File: src/rtl/i2c_rx_capture_pkg.sv
// ============================================================================
// i2c_rx_capture_pkg : shared FSM encodings and parameter defaults
// Rev 1.0
// ============================================================================
`default_nettype none

package i2c_rx_capture_pkg;

  localparam int unsigned C_TIMEOUT_CYCLES_DEF = 1024;
  localparam int unsigned C_FIFO_DEPTH_DEF     = 4;

  typedef enum logic [1:0] {
    ST_IDLE  = 2'd0,
    ST_SHIFT = 2'd1,
    ST_STORE = 2'd2,
    ST_ERROR = 2'd3
  } state_e;

endpackage

`default_nettype wire

File: src/rtl/i2c_rx_fifo.sv
// ============================================================================
// i2c_rx_fifo : 8-bit first-word-fall-through FIFO, writes dropped when full
// Rev 1.0
// ============================================================================
`default_nettype none

module i2c_rx_fifo #(
  parameter int unsigned FIFO_DEPTH = 4
) (
  input  logic       clk_i,
  input  logic       rst_ni,
  input  logic       wr_en_i,
  input  logic [7:0] wr_data_i,
  input  logic       rd_en_i,
  output logic [7:0] rd_data_o,
  output logic       empty_o,
  output logic       full_o
);

  localparam int unsigned AW = (FIFO_DEPTH > 1) ? $clog2(FIFO_DEPTH) : 1;
  localparam int unsigned CW = AW + 1;

  logic [7:0]    mem_q [FIFO_DEPTH];
  logic [AW-1:0] wr_ptr_q, wr_ptr_d;
  logic [AW-1:0] rd_ptr_q, rd_ptr_d;
  logic [CW-1:0] count_q, count_d;
  logic          w_wr_ok, w_rd_ok;

  assign empty_o   = (count_q == '0);
  assign full_o    = (count_q == CW'(FIFO_DEPTH));
  assign w_wr_ok   = wr_en_i && !full_o;
  assign w_rd_ok   = rd_en_i && !empty_o;
  // Head is masked so the output reads zero whenever nothing is buffered.
  assign rd_data_o = empty_o ? 8'h00 : mem_q[rd_ptr_q];

  always_comb begin
    wr_ptr_d = wr_ptr_q;
    rd_ptr_d = rd_ptr_q;
    count_d  = count_q;
    if (w_wr_ok) wr_ptr_d = wr_ptr_q + AW'(1);
    if (w_rd_ok) rd_ptr_d = rd_ptr_q + AW'(1);
    case ({w_wr_ok, w_rd_ok})
      2'b10:   count_d = count_q + CW'(1);
      2'b01:   count_d = count_q - CW'(1);
      default: count_d = count_q;
    endcase
  end

  always_ff @(posedge clk_i or negedge rst_ni) begin
    if (!rst_ni) begin
      wr_ptr_q <= '0;
      rd_ptr_q <= '0;
      count_q  <= '0;
    end else begin
      wr_ptr_q <= wr_ptr_d;
      rd_ptr_q <= rd_ptr_d;
      count_q  <= count_d;
    end
  end

  always_ff @(posedge clk_i) begin
    if (w_wr_ok) mem_q[wr_ptr_q] <= wr_data_i;
  end

endmodule

`default_nettype wire

File: src/rtl/i2c_rx_capture.sv
// ============================================================================
// i2c_rx_capture : serial byte capture with watchdog and FWFT output FIFO
// Rev 1.0
// ============================================================================
`default_nettype none

module i2c_rx_capture
  import i2c_rx_capture_pkg::*;
#(
  parameter int unsigned TIMEOUT_CYCLES = C_TIMEOUT_CYCLES_DEF,
  parameter int unsigned FIFO_DEPTH     = C_FIFO_DEPTH_DEF
) (
  input  logic       CLK,
  input  logic       RST_N,
  input  logic       ENABLE,
  input  logic       SCLK_IN,
  input  logic       SDA_IN,
  input  logic       RD_EN,
  input  logic       CLR_ERR,
  output logic [7:0] DOUT,
  output logic       EMPTY,
  output logic       FULL,
  output logic       BYTE_DONE,
  output logic       FRAME_ERR,
  output logic       OVERFLOW
);

  localparam int unsigned WDW = $clog2(TIMEOUT_CYCLES + 1);
  localparam logic [WDW-1:0] C_WDOG_LIM = WDW'(TIMEOUT_CYCLES - 1);

  state_e         state_q, state_d;
  logic           sclk_s1_q, sclk_s2_q, sclk_prev_q;
  logic           sda_s1_q, sda_s2_q;
  logic [7:0]     shreg_q, shreg_d;
  logic [2:0]     bitcnt_q, bitcnt_d;
  logic [WDW-1:0] wdog_q, wdog_d;
  logic           overflow_q, overflow_d;
  logic           w_rise, w_fifo_wr, w_drop;

  assign w_rise = sclk_s2_q & ~sclk_prev_q;

  always_ff @(posedge CLK or negedge RST_N) begin
    if (!RST_N) begin
      sclk_s1_q   <= 1'b0;
      sclk_s2_q   <= 1'b0;
      sclk_prev_q <= 1'b0;
      sda_s1_q    <= 1'b0;
      sda_s2_q    <= 1'b0;
    end else begin
      sclk_s1_q   <= SCLK_IN;
      sclk_s2_q   <= sclk_s1_q;
      sclk_prev_q <= sclk_s2_q;
      sda_s1_q    <= SDA_IN;
      sda_s2_q    <= sda_s1_q;
    end
  end

  always_comb begin
    state_d   = state_q;
    shreg_d   = shreg_q;
    bitcnt_d  = bitcnt_q;
    wdog_d    = wdog_q;
    BYTE_DONE = 1'b0;
    FRAME_ERR = 1'b0;
    w_fifo_wr = 1'b0;
    case (state_q)
      ST_IDLE: begin
        wdog_d = '0;
        if (ENABLE && w_rise) begin
          shreg_d  = {shreg_q[6:0], sda_s2_q};
          bitcnt_d = 3'd1;
          state_d  = ST_SHIFT;
        end
      end
      ST_SHIFT: begin
        if (!ENABLE) begin
          shreg_d  = '0;
          bitcnt_d = '0;
          wdog_d   = '0;
          state_d  = ST_IDLE;
        end else if (w_rise) begin
          shreg_d  = {shreg_q[6:0], sda_s2_q};
          bitcnt_d = bitcnt_q + 3'd1;
          wdog_d   = '0;
          if (bitcnt_q == 3'd7) state_d = ST_STORE;
        end else if (wdog_q == C_WDOG_LIM) begin
          state_d = ST_ERROR;
        end else begin
          wdog_d = wdog_q + WDW'(1);
        end
      end
      ST_STORE: begin
        // The FIFO itself refuses the write when full; w_drop records it.
        BYTE_DONE = 1'b1;
        w_fifo_wr = 1'b1;
        shreg_d   = '0;
        bitcnt_d  = '0;
        state_d   = ST_IDLE;
      end
      ST_ERROR: begin
        FRAME_ERR = ENABLE;
        shreg_d   = '0;
        bitcnt_d  = '0;
        wdog_d    = '0;
        state_d   = ST_IDLE;
      end
      default: state_d = ST_IDLE;
    endcase
  end

  assign w_drop = (state_q == ST_STORE) && FULL;

  always_comb begin
    overflow_d = overflow_q;
    if (w_drop)       overflow_d = 1'b1;
    else if (CLR_ERR) overflow_d = 1'b0;
  end

  always_ff @(posedge CLK or negedge RST_N) begin
    if (!RST_N) begin
      state_q    <= ST_IDLE;
      shreg_q    <= '0;
      bitcnt_q   <= '0;
      wdog_q     <= '0;
      overflow_q <= 1'b0;
    end else begin
      state_q    <= state_d;
      shreg_q    <= shreg_d;
      bitcnt_q   <= bitcnt_d;
      wdog_q     <= wdog_d;
      overflow_q <= overflow_d;
    end
  end

  assign OVERFLOW = overflow_q;

  i2c_rx_fifo #(
    .FIFO_DEPTH (FIFO_DEPTH)
  ) u_fifo (
    .clk_i     (CLK),
    .rst_ni    (RST_N),
    .wr_en_i   (w_fifo_wr),
    .wr_data_i (shreg_q),
    .rd_en_i   (RD_EN),
    .rd_data_o (DOUT),
    .empty_o   (EMPTY),
    .full_o    (FULL)
  );

endmodule

`default_nettype wire

File: config.mk
export PLATFORM = sky130hd
export DESIGN_NAME = i2c_rx_capture
export DESIGN_NICKNAME = d
export VERILOG_FILES = /design/src/rtl/i2c_rx_capture_pkg.sv /design/src/rtl/i2c_rx_fifo.sv /design/src/rtl/i2c_rx_capture.sv
export SDC_FILE = /design/constraint.sdc
export NUM_CORES = 1
export LEC_CHECK = 0
export CAP_MARGIN = 20
export CORE_MARGIN = 8
export CORE_UTILIZATION = 60
export CTS_CLUSTER_SIZE = 10
export DETAILED_ROUTE_END_ITERATION = 7
export PLACE_DENSITY_LB_ADDON = 0.1
export SLEW_MARGIN = 20
export SYNTH_ARGS = -nofsm -noshare
export SYNTH_HDL_FRONTEND = slang
export SYNTH_SLANG_ARGS = --single-unit
File: constraint.sdc
create_clock -name CLK -period 5.3 [get_ports CLK]
set_clock_uncertainty 0.1 [all_clocks]
set_input_delay 0.795 -clock CLK [delete_from_list [all_inputs] [get_ports CLK]]
set_output_delay 0.795 -clock CLK [all_outputs]
set_load 0.05 [all_outputs]
* After elaboration in Yosys (flattened, before gate mapping)
Memory sizes are Yosys's and may differ from the RTL's.
Index checks and enable logic that the tools add are counted.
Widths: inputs -> output; s select.
** Storage, ports and cells
- Register bits :: 37
- Bits in writable memories :: 32
- Input port bits :: 7
- Output and inout bits :: 13
- Logic and storage cells :: 77
- Memories kept :: 1
** Operators by class
- Add/subtract/negate cells :: 6
- Equal/unequal tests :: 13
- Muxes and demuxes :: 26
- Bitwise logic cells :: 2
- Reductions and logical operators :: 16
** Memories
- u_fifo.mem_q :: depth 4, bits a word 8, read ports 1, clocked after Yosys merged registers in 0, write ports 1, RTL line i2c_rx_fifo.sv:23 : logic [7:0] mem_q [FIFO_DEPTH];
** Operators by type and width (count)
- $mux 11 :: 3
- $mux 8 :: 4
- $pmux 8 s3 :: 1
- $pmux 11 s2 :: 1
- $ne 4x4->1 const B :: 3
- $add 11x1->11 const B :: 1
- $eq 11x10->1 const B :: 1
- $mux 2 :: 5
- $mux 3 :: 3
- $pmux 3 s3 :: 1
- $add 3x1->3 const B :: 2
- $eq 2x2->1 const B :: 3
- $eq 3x3->1 const B :: 2
- $mux 1 :: 6
- $pmux 2 s3 :: 1
- $pmux 3 s2 :: 1
- $reduce_bool 2->1 :: 3
- $add 2x1->2 const B :: 2
- $eq 2x1->1 const B :: 2
- $logic_and 1x1->1 :: 4
- $reduce_and 2->1 :: 2
- $reduce_or 2->1 :: 2
- $logic_not 3->1 :: 1
- $ne 3x3->1 const B :: 1
- 7 further kinds :: 8

* Logic depth before layout (Yosys ltp)
Gate-level depths: netlist (run 1).
- Depth in word-level cells :: 5
- Mapped depth :: 11
- Depth with buffers taken out :: 10

* Cells and area by module
A second synthesis (run 1) with hierarchy kept.
** Unflattened totals
- Cell total of the unflattened synthesis :: 225
- Area, all modules :: 3131.8 um2
** Modules (own cells, without submodules)
- i2c_rx_fifo :: instances 1, cells an instance 89, area each 1656.6 um2, sequential area each 1136.1 um2
- i2c_rx_capture :: instances 1, cells an instance 136, area each 1475.2 um2, sequential area each 750.7 um2

* Worst setup path after synthesis (run 1)
Ideal clock, no wire load.
- Path type :: reg2out
- Start point :: reg u_fifo.count_q[0]
- End point :: out DOUT[2]
- Data arrival time :: 2.416 ns
- Data required time :: 4.405 ns
- Slack :: 1.989 ns
- Stages on the path, launching flop included :: 3
- Path buffers :: 0
- Path through :: dfrtp_1 nor3_1 nor2b_1
** On the way
- Cells in the longest elaborated chain, start to end :: 2
** RTL lines
- start: declaration :: RTL line i2c_rx_fifo.sv:26 : logic [CW-1:0] count_q, count_d;
- start signal: assignment :: RTL line i2c_rx_fifo.sv:57 : count_q <= count_d;
- $logic_not 3->1 :: RTL line i2c_rx_fifo.sv:29 : assign empty_o = (count_q == '0);
- via EMPTY :: RTL line i2c_rx_capture.sv:21 : output logic EMPTY,
- $mux 8 :: RTL line i2c_rx_fifo.sv:34 : assign rd_data_o = empty_o ? 8'h00 : mem_q[rd_ptr_q];
- end: declaration :: RTL line i2c_rx_capture.sv:20 : output logic [7:0] DOUT,
The timed path passes the listed nets, and every way through them passes these cells.

* Final worst setup path (run 1)
- Start point :: reg u_fifo.rd_ptr_q[0]
- End point :: out DOUT[6]
** On the way
- Cells in the longest elaborated chain, start to end :: 2
** RTL lines
- start: declaration :: RTL line i2c_rx_fifo.sv:25 : logic [AW-1:0] rd_ptr_q, rd_ptr_d;
- start signal: assignment :: RTL line i2c_rx_fifo.sv:56 : rd_ptr_q <= rd_ptr_d;
- $mem_v2 4x8
- $mux 8 :: RTL line i2c_rx_fifo.sv:34
Every way passes these cells.

==> out/summary.log, run 1 <==
[clock_network] clock latency at the later pin of the worst-skew pair 0.34 ns
[die] Core Box Area 0.00517 mm²
[sta] post-route setup TNS 0 ns
[routing] First DRT Iteration DRCs 76
[logic_synthesis] post-synthesis register bit count 69
[global_routing] vias in the first global route 1953
[sta] total setup violations reported at the end of the flow 0
[worst_hold_path] cell depth of the worst hold path 0
[routing] Remaining DRCs 0
[clock_network] Post-CTS Hold Fix Bufs 0
[routing] Wirelength per Cell 16.0 µm
[place] Place WS 2.05 ns
[setup_path] CP Launch Type flop
[sta] Setup WS post-layout 1.90 ns
[clock_network] clock tree from TritonCTS built
[pwr] Max VDD drop 0.303 mV
[die] number of core rows 26
[cells_and_area] commonest non-fill, non-tap cells in the layout sky130_fd_sc_hd__dfrtp_1, sky130_fd_sc_hd__edfxtp_1, sky130_fd_sc_hd__nand2_1
[setup_path] CP Capture Type output pin
[global_routing] pin count of the biggest net entering global routing 38
[die] die area 0.00802 mm²
[die] width of the chip 89.6 µm
[clock_network] setup repair bufs after CTS 0
[clock_network] number of levels in the clock H-tree 3
[clock_network] master cell of the clock root buffer sky130_fd_sc_hd__clkbuf_8
[worst_hold_path] Hold Startpoint sda_s1_q$_DFF_PN0_
[global_routing] first-pass GRT wire length 9.02 mm
[cells_and_area] commonest non-fill, non-tap cell in the layout sky130_fd_sc_hd__dfrtp_1
[setup_path] R2R depth 6
[logic_synthesis] net count of the mapped netlist 261
[clock_network] Num CTS Buffers 9
[pwr] areal power density over the cells 500 mW/mm²
[cells_and_area] Diodes inserted 0
[routing] routed via count 1945
[place] Placement Cell Area 0.00344 mm²
[logic_synthesis] share of synthesized area occupied by flip-flops and latches 0.581
[logic_synthesis] post-synthesis cell type count 49
[logic_synthesis] Gate Count Post-Synth 241
[cells_and_area] number of filler instances in the final layout 349
[routing] average via count per standard cell 5.77
[place] Final Wtd Congestion 0.759
[setup_path] data required time at the worst endpoint 4.41 ns
[die] starting density of the core 0.628
[logic_synthesis] top post-synthesis cells by area sky130_fd_sc_hd__edfxtp_1, sky130_fd_sc_hd__dfrtp_1, sky130_fd_sc_hd__mux4_2
[clock_network] CTS max path bufs 2
[setup_path] worst-path cell chain mux4_2 -> nor2b_1 -> clkdlybuf4s50_1
[status] outcome completed
[logic_synthesis] largest area contributor in the netlist sky130_fd_sc_hd__edfxtp_1
[cells_and_area] fraction of layout cells with a size suffix above 1 0.157
[clock_network] clock transition at the register clock pins on the worst setup and hold paths after CTS 0.08 ns
[routing] Antenna Violating Nets Remaining 0
[sta] final critical-path required period 3.40 ns
[global_routing] initial antenna violation count 0
[cells_and_area] final standard cell area without fillers 0.00363 mm²
[setup_path] maximum fanout count along the critical path 10
[global_routing] GRT Total Usage 0.152
[cells_and_area] fin nets 282
[setup_path] worst endpoint data arrival time 2.50 ns
[worst_hold_path] path category of the worst min-delay check reg -> reg
[logic_synthesis] average cell area after synthesis 13.5 µm²
[sta] fraction of the cycle the final worst path needs 0.641
[cells_and_area] final std cells w/o fill 337
[die] die height 89.6 µm
[sta] transition time of the tightest slew-check pin 1.05 ns
[pwr] leakage power summed over all cells 1.45 nW
[setup_path] worst reg2reg path startpoint state_q[1]$_DFFE_PN0P_
[global_routing] grt total ovfl 0
[place] post-DP HPWL 3.61 mm
[sta] Hold Violations, Final 0
[sta] final slew viol count 0
[setup_path] class of the most critical setup path reg -> out
[cells_and_area] area growth from synthesis to layout 11.7%
[logic_synthesis] Yosys warning count 0
[setup_path] Reg-to-Reg End wdog_q[2]$_DFFE_PN0P_
[logic_synthesis] top-area cell type share of the netlist area 0.296
[logic_synthesis] cell area after synthesis 0.00325 mm²
[die] IO Pins 20
[clock_network] post-cts repair resize count 0
[clock_network] number of clock sinks seen by CTS 69
[sta] f_max 294 MHz
[routing] detailed-routing iteration count for the pre-antenna-repair pass 5
[pwr] post-layout power 1.81 mW
[sta] worst slew slack as a fraction of its limit 0.294
[worst_hold_path] Min-Delay Endpoint sda_s2_q$_DFF_PN0_
[setup_path] register-to-register setup slack 2.70 ns
[routing] overall routed net length 5.41 mm
[run] MaxCap Viol Count 0
[place] Inst Count DP 321
[place] number of port buffers 19
[sta] setup repair after global routing missed its margin no
[setup_path] Critical-path top delay cell sky130_fd_sc_hd__clkdlybuf4s50_1
[setup_path] maximum cell stage delay along the critical path 0.73 ns
## through the flow
stage	utilization	hold slack (ns)
after floorplan	-	0.231
after global placement	0.666	0.232
after detailed placement	0.666	0.237
after CTS	0.701	0.256
after global routing	0.701	0.259
final	0.701	0.252
## final cells by class
type / count / area [µm²] / share of cell area
clock buffer: 9 / 124 / 0.0341
inverter: 14 / 52.6 / 0.0145
timing repair buffer: 20 / 193 / 0.0531
clock inverter: 7 / 58.8 / 0.0162
tap: 70 / 87.6 / 0.0241
multi-input combinational: 148 / 1220 / 0.338
sequential: 69 / 1890 / 0.520
## registers in the layout, summed over array words and instances (netlist names), 2 cells and up
signal,count
state_q,2
u_fifo.rd_ptr_q,2
bitcnt_q,3
u_fifo.count_q,3
wdog_q,11
shreg_q,8
u_fifo.mem_q,32
u_fifo.wr_ptr_q,2
## routing by layer
metal  GRT usage  vias up  wire (µm)
met3      0.0450        8        223
met2       0.238       40       2530
met1       0.181      962       2550
met5           0        -          0
met4      0.0906        0         98
li1            -      935          -
## report_power, final
group          switching [mW]  internal (mW)
logic                   0.420          0.302
registers              0.0745          0.628
clock network           0.214          0.177
## cell families (layout without fill, tap and decap cells)
family,Yosys count,count (layout),share of synthesized area
AO/OA/AOI/OAI,41,41,0.103
XOR/XNOR,6,6,0.0162
multiplexers,15,15,0.0798
flip-flops,69,69,0.581
adder cells (fa/ha/maj),13,13,0.0524
AND/OR/NAND/NOR,73,73,0.126
buffers and inverters,24,50,0.0416
## worst max-delay path, delay by kind of cell, from the launching register on
kind / cells / cell delay [ns]
buffers and inverters: 1 / 0.73
flip-flops: 1 / 0.70
multiplexers: 1 / 0.59
AND/OR/NAND/NOR: 1 / 0.14
## synth_stat cells, drive strengths merged
master   instances
dfrtp           37
edfxtp          32
nand2           23
inv             14
ha              12
a21oi           10
nor2            10
mux4             8
and2             7
and2b            7
buf              6
a221o            5
nor2b            5
a22o             4
a32o             4
clkbuf           4
mux2             4
nand3            4
nor3             4
xor2             4
a2111oi          3
a221oi           3
and3             3
mux2i            3
o21ai            3
a22oi            2
nand3b           2
nand4            2
o21bai           2
o2bb2ai          2
xnor2            2
a211oi           1
and4             1
fa               1
nand2b           1
nand4b           1
nor4             1
o311ai           1
o31ai            1
or2              1
or3              1
## worst max path at each step
stage                              startpoint   endpoint  slack (ns)  cells past startpoint
3_5_place_dp                           ENABLE  FRAME_ERR        2.05                      3
3_3_place_gp                           ENABLE  FRAME_ERR        2.03                      3
6_report       u_fifo.rd_ptr_q[0]$_DFFE_PN0P_    DOUT[6]        1.90                      3
4_1_cts        u_fifo.rd_ptr_q[0]$_DFFE_PN0P_    DOUT[6]        1.85                      3
2_1_floorplan   u_fifo.count_q[0]$_DFFE_PN0P_    DOUT[2]        1.99                      2
5_1_grt         u_fifo.count_q[0]$_DFFE_PN0P_      EMPTY        1.73                      2
(Power assumes the default switching activity.)
==> run 2: changes to the inputs <==
Settings changed: CORE_UTILIZATION 60 to 53.
Clock period 5.3 ns to 2.8 ns, I/O delays scaled along.
==> run 2 against run 1 <==
Via count up 1.4%. Count of clock-buffer cells in the layout grew 1. Wire length is 2.3% higher. Critical path depth unchanged. Non-clock buffer count increased by 8. Register-to-register slack lost 2.1 ns. First-iteration DRC count shrank 13%. Hold slack lost 0.16 ns. Total power rose by 99%. Critical endpoint is now DOUT[4]. Largest cell class unchanged. Highest routed layer unchanged.
==> out/summary.log, run 2 (synthesized netlist as in run 1, its figures left out) <==
[die] die height 94.3 µm [+5.3%]
[pwr] total internal power 2.28 mW [+110%]
[global_routing] grt total ovfl 0 [unchanged]
[worst_hold_path] path category of the worst min-delay check in -> async
[pwr] clock network power share 0.242 [+0.027]
[clock_network] number of clock sinks seen by CTS 69 [unchanged]
[cells_and_area] Largest regs u_fifo.mem_q: 32 flops, wdog_q: 11 flops, shreg_q: 8 flops
[setup_path] Critical-path top delay cell sky130_fd_sc_hd__dfrtp_1
[global_routing] layer with the highest usage met2
[die] number of core rows 28 [+7.7%]
[global_routing] initial antenna violation count 0 [unchanged]
[clock_network] clock transition at the register clock pins on the worst setup and hold paths after CTS 0.07 ns [about the same]
[routing] overall routed net length 5.53 mm [+2.3%]
[pwr] sw power 1.32 mW [+87%]
[routing] detailed-routing iteration count for the pre-antenna-repair pass 4 [-1]
[clock_network] master cell of the clock root buffer sky130_fd_sc_hd__clkbuf_8
[cells_and_area] flip-flop count of the largest register after layout 32 [unchanged]
[sta] final slew viol count 0 [unchanged]
[status] outcome completed
[global_routing] vias in the first global route 2012 [+3.0%]
[global_routing] met1 Track Usage GR 0.170 [-0.0113]
[setup_path] worst endpoint data arrival time 1.97 ns [-0.53 ns]
[setup_path] data required time at the worst endpoint 2.28 ns [-2.13 ns]
[clock_network] Post-CTS Hold Fix Bufs 0 [unchanged]
[sta] setup repair after global routing missed its margin no
[cells_and_area] fin nets 290 [+2.8%]
[pwr] leakage power summed over all cells 1.54 nW [+5.7%]
[cells_and_area] fraction of layout cells with a size suffix above 1 0.211 [+0.0536]
[setup_path] maximum fanout count along the critical path 7 [-3]
[sta] f_max 402 MHz
[place] Placement Cell Area 0.00350 mm² [+1.5%]
[cells_and_area] commonest non-fill, non-tap cells in the layout sky130_fd_sc_hd__dfrtp_1, sky130_fd_sc_hd__edfxtp_1, sky130_fd_sc_hd__nand2_1
[clock_network] setup repair bufs after CTS 0 [unchanged]
[sta] final critical-path required period 2.49 ns
[sta] post-route setup TNS 0 ns [unchanged]
[sta] total setup violations reported at the end of the flow 0 [unchanged]
[global_routing] GR Layer Usage met2 0.222 [-0.0161]
[sta] Hold Violations, Final 0 [unchanged]
[pwr] fraction of power consumed by combinational cells 0.393 [-0.005]
[setup_path] worst-path cell chain mux4_2 -> and2b_1 -> dlygate4sd2_1
[global_routing] met3 track demand over resource in global routing 0.0296 [-0.0155]
[place] number of port buffers 19 [unchanged]
[routing] Remaining DRCs 0 [unchanged]
[setup_path] CP Capture Type output pin
[die] IO Pins 20 [unchanged]
[place] post-DP HPWL 3.71 mm [+2.8%]
[setup_path] maximum cell stage delay along the critical path 0.53 ns [-0.20 ns]
[clock_network] CTS max path bufs 2 [unchanged]
[routing] Wirelength per Cell 15.8 µm [-1.5%]
[global_routing] first-pass GRT wire length 9.51 mm [+5.4%]
[global_routing] pin count of the biggest net entering global routing 38 [unchanged]
[pwr] Max VDD drop 0.732 mV [+140%]
[clock_network] clock tree from TritonCTS built
[setup_path] Largest delay share family, worst path flip-flops
[die] width of the chip 94.3 µm [+5.3%]
[setup_path] worst reg2reg path startpoint state_q[0]$_DFFE_PN0P_
[sta] Hold Worst Slack 0.0962 ns [-0.156 ns]
[cells_and_area] Largest Register u_fifo.mem_q
[clock_network] Num CTS Buffers 9 [unchanged]
[pwr] areal power density over the cells 972 mW/mm² [+94%]
[cells_and_area] area growth from synthesis to layout 14.3%
[setup_path] class of the most critical setup path reg -> out
[die] Core Box Area 0.00592 mm² [+14%]
[setup_path] CP Launch Type flop
[routing] Antenna Violating Nets Remaining 0 [unchanged]
[setup_path] R2R depth 11 [+5]
[sta] transition time of the tightest slew-check pin 0.868 ns [-0.187 ns]
[sta] fraction of the cycle the final worst path needs 0.889
[die] die area 0.00889 mm² [+11%]
[global_routing] GRT Total Usage 0.138 [-0.0140]
[routing] routed via count 1973 [+1.4%]
[cells_and_area] commonest non-fill, non-tap cell in the layout sky130_fd_sc_hd__dfrtp_1
[sta] worst slew slack as a fraction of its limit 0.421 [+0.127]
[setup_path] Reg-to-Reg End u_fifo.count_q[2]$_DFFE_PN0P_
[pwr] share of total power in sequential cells 0.366 [-0.021]
[run] MaxCap Viol Count 0 [unchanged]
[setup_path] register-to-register setup slack 0.59 ns [-2.11 ns]
[clock_network] clock latency at the later pin of the worst-skew pair 0.33 ns [about the same]
[cells_and_area] Diodes inserted 0 [unchanged]
[place] Final Wtd Congestion 0.738 [-2.8%]
[routing] average via count per standard cell 5.64 [-2.3%]
[cells_and_area] number of filler instances in the final layout 473 [+36%]
[setup_path] number of buffer and inverter instances along the worst setup path 1 [unchanged]
[clock_network] number of levels in the clock H-tree 3 [unchanged]
[cells_and_area] final standard cell area without fillers 0.00371 mm² [+2.3%]
[die] starting density of the core 0.548 [-0.0793]
[routing] First DRT Iteration DRCs 66 [-13%]
[pwr] switch share 0.367 [-0.0235]
## run 2: cell types whose count changed in the layout (fill, tap and decap cells not counted), sizes merged, moves of 2 or more
cell           before  now
buf                 2   18
clkdlybuf4s50      18    8
bufinv              0    2
inv                17   15
## run 2: timing repair
item / in CTS / in global routing
setup endpoints to repair: 1 / 1
resized for setup: 1 / 1
pin swaps: 0 / 0
## run 2: layout make-up
type	instances	area (µm²)	area share
well taps	75	93.8	0.0253
clock buffers	10	128	0.0344
inverters	14	52.6	0.0142
repair buffers	28	234	0.0630
clock inverters	6	86.3	0.0233
multi-input cells	148	1230	0.331
flip-flops and latches	69	1890	0.508
## run 2: how the worst max path moves through the flow
stage | start | cells past startpoint | end | slack (ns)
after floorplan | u_fifo.count_q[0]$_DFFE_PN0P_ | 8 | u_fifo.count_q[2]$_DFFE_PN0P_ | 0.27
after global placement | u_fifo.rd_ptr_q[0]$_DFFE_PN0P_ | 3 | DOUT[4] | 0.38
after CTS | u_fifo.rd_ptr_q[0]$_DFFE_PN0P_ | 3 | DOUT[6] | 0.01
final | u_fifo.rd_ptr_q[0]$_DFFE_PN0P_ | 3 | DOUT[4] | 0.31
after detailed placement | u_fifo.rd_ptr_q[0]$_DFFE_PN0P_ | 3 | DOUT[4] | 0.36
after global routing | u_fifo.rd_ptr_q[0]$_DFFE_PN0P_ | 3 | DOUT[4] | 0.17
## run 2: layer usage
| layer | share of wire | vias to the layer above |
|---|---|---|
| met2 | 0.48 | 23 |
| met4 | 0.020 | 0 |
| li1 | - | 949 |
| met3 | 0.030 | 10 |
| met1 | 0.47 | 991 |
| met5 | 0 | - |
## run 2: worst register-to-register path: stages, from the launching register on
cell and delay, ns:
sky130_fd_sc_hd__dfrtp_1 0.38, sky130_fd_sc_hd__inv_1 0.08, sky130_fd_sc_hd__ha_1 0.24, sky130_fd_sc_hd__nor2b_1 0.14
sky130_fd_sc_hd__buf_4 0.15, sky130_fd_sc_hd__inv_1 0.05, sky130_fd_sc_hd__ha_1 0.16, sky130_fd_sc_hd__inv_1 0.06
sky130_fd_sc_hd__fa_1 0.37, sky130_fd_sc_hd__xor2_1 0.15, sky130_fd_sc_hd__nor2_1 0.11, sky130_fd_sc_hd__xor2_1 0.15
## run 2: per-stage QoR
stage / cells / util / total power [mW] / setup slack, ns
5_1_grt: 350 / 0.627 / 3.83 / 0.170
3_5_place_dp: 334 / 0.590 / 2.78 / 0.357
3_3_place_gp: 334 / 0.590 / 2.76 / 0.380
4_1_cts: 350 / 0.626 / 3.65 / 0.0134
6_report: 350 / 0.627 / 3.61 / 0.312
2_1_floorplan: 241 / - / 2.41 / 0.274
## run 2: power by group through the flow
stage               clock (mW)  sequential (mW)  combinational, mW
global placement             0             1.34               1.42
finish                   0.872             1.32               1.42
detailed placement           0             1.34               1.44
global route             0.946             1.34               1.54
floorplan                    0             1.28               1.13
CTS                      0.894             1.32               1.44
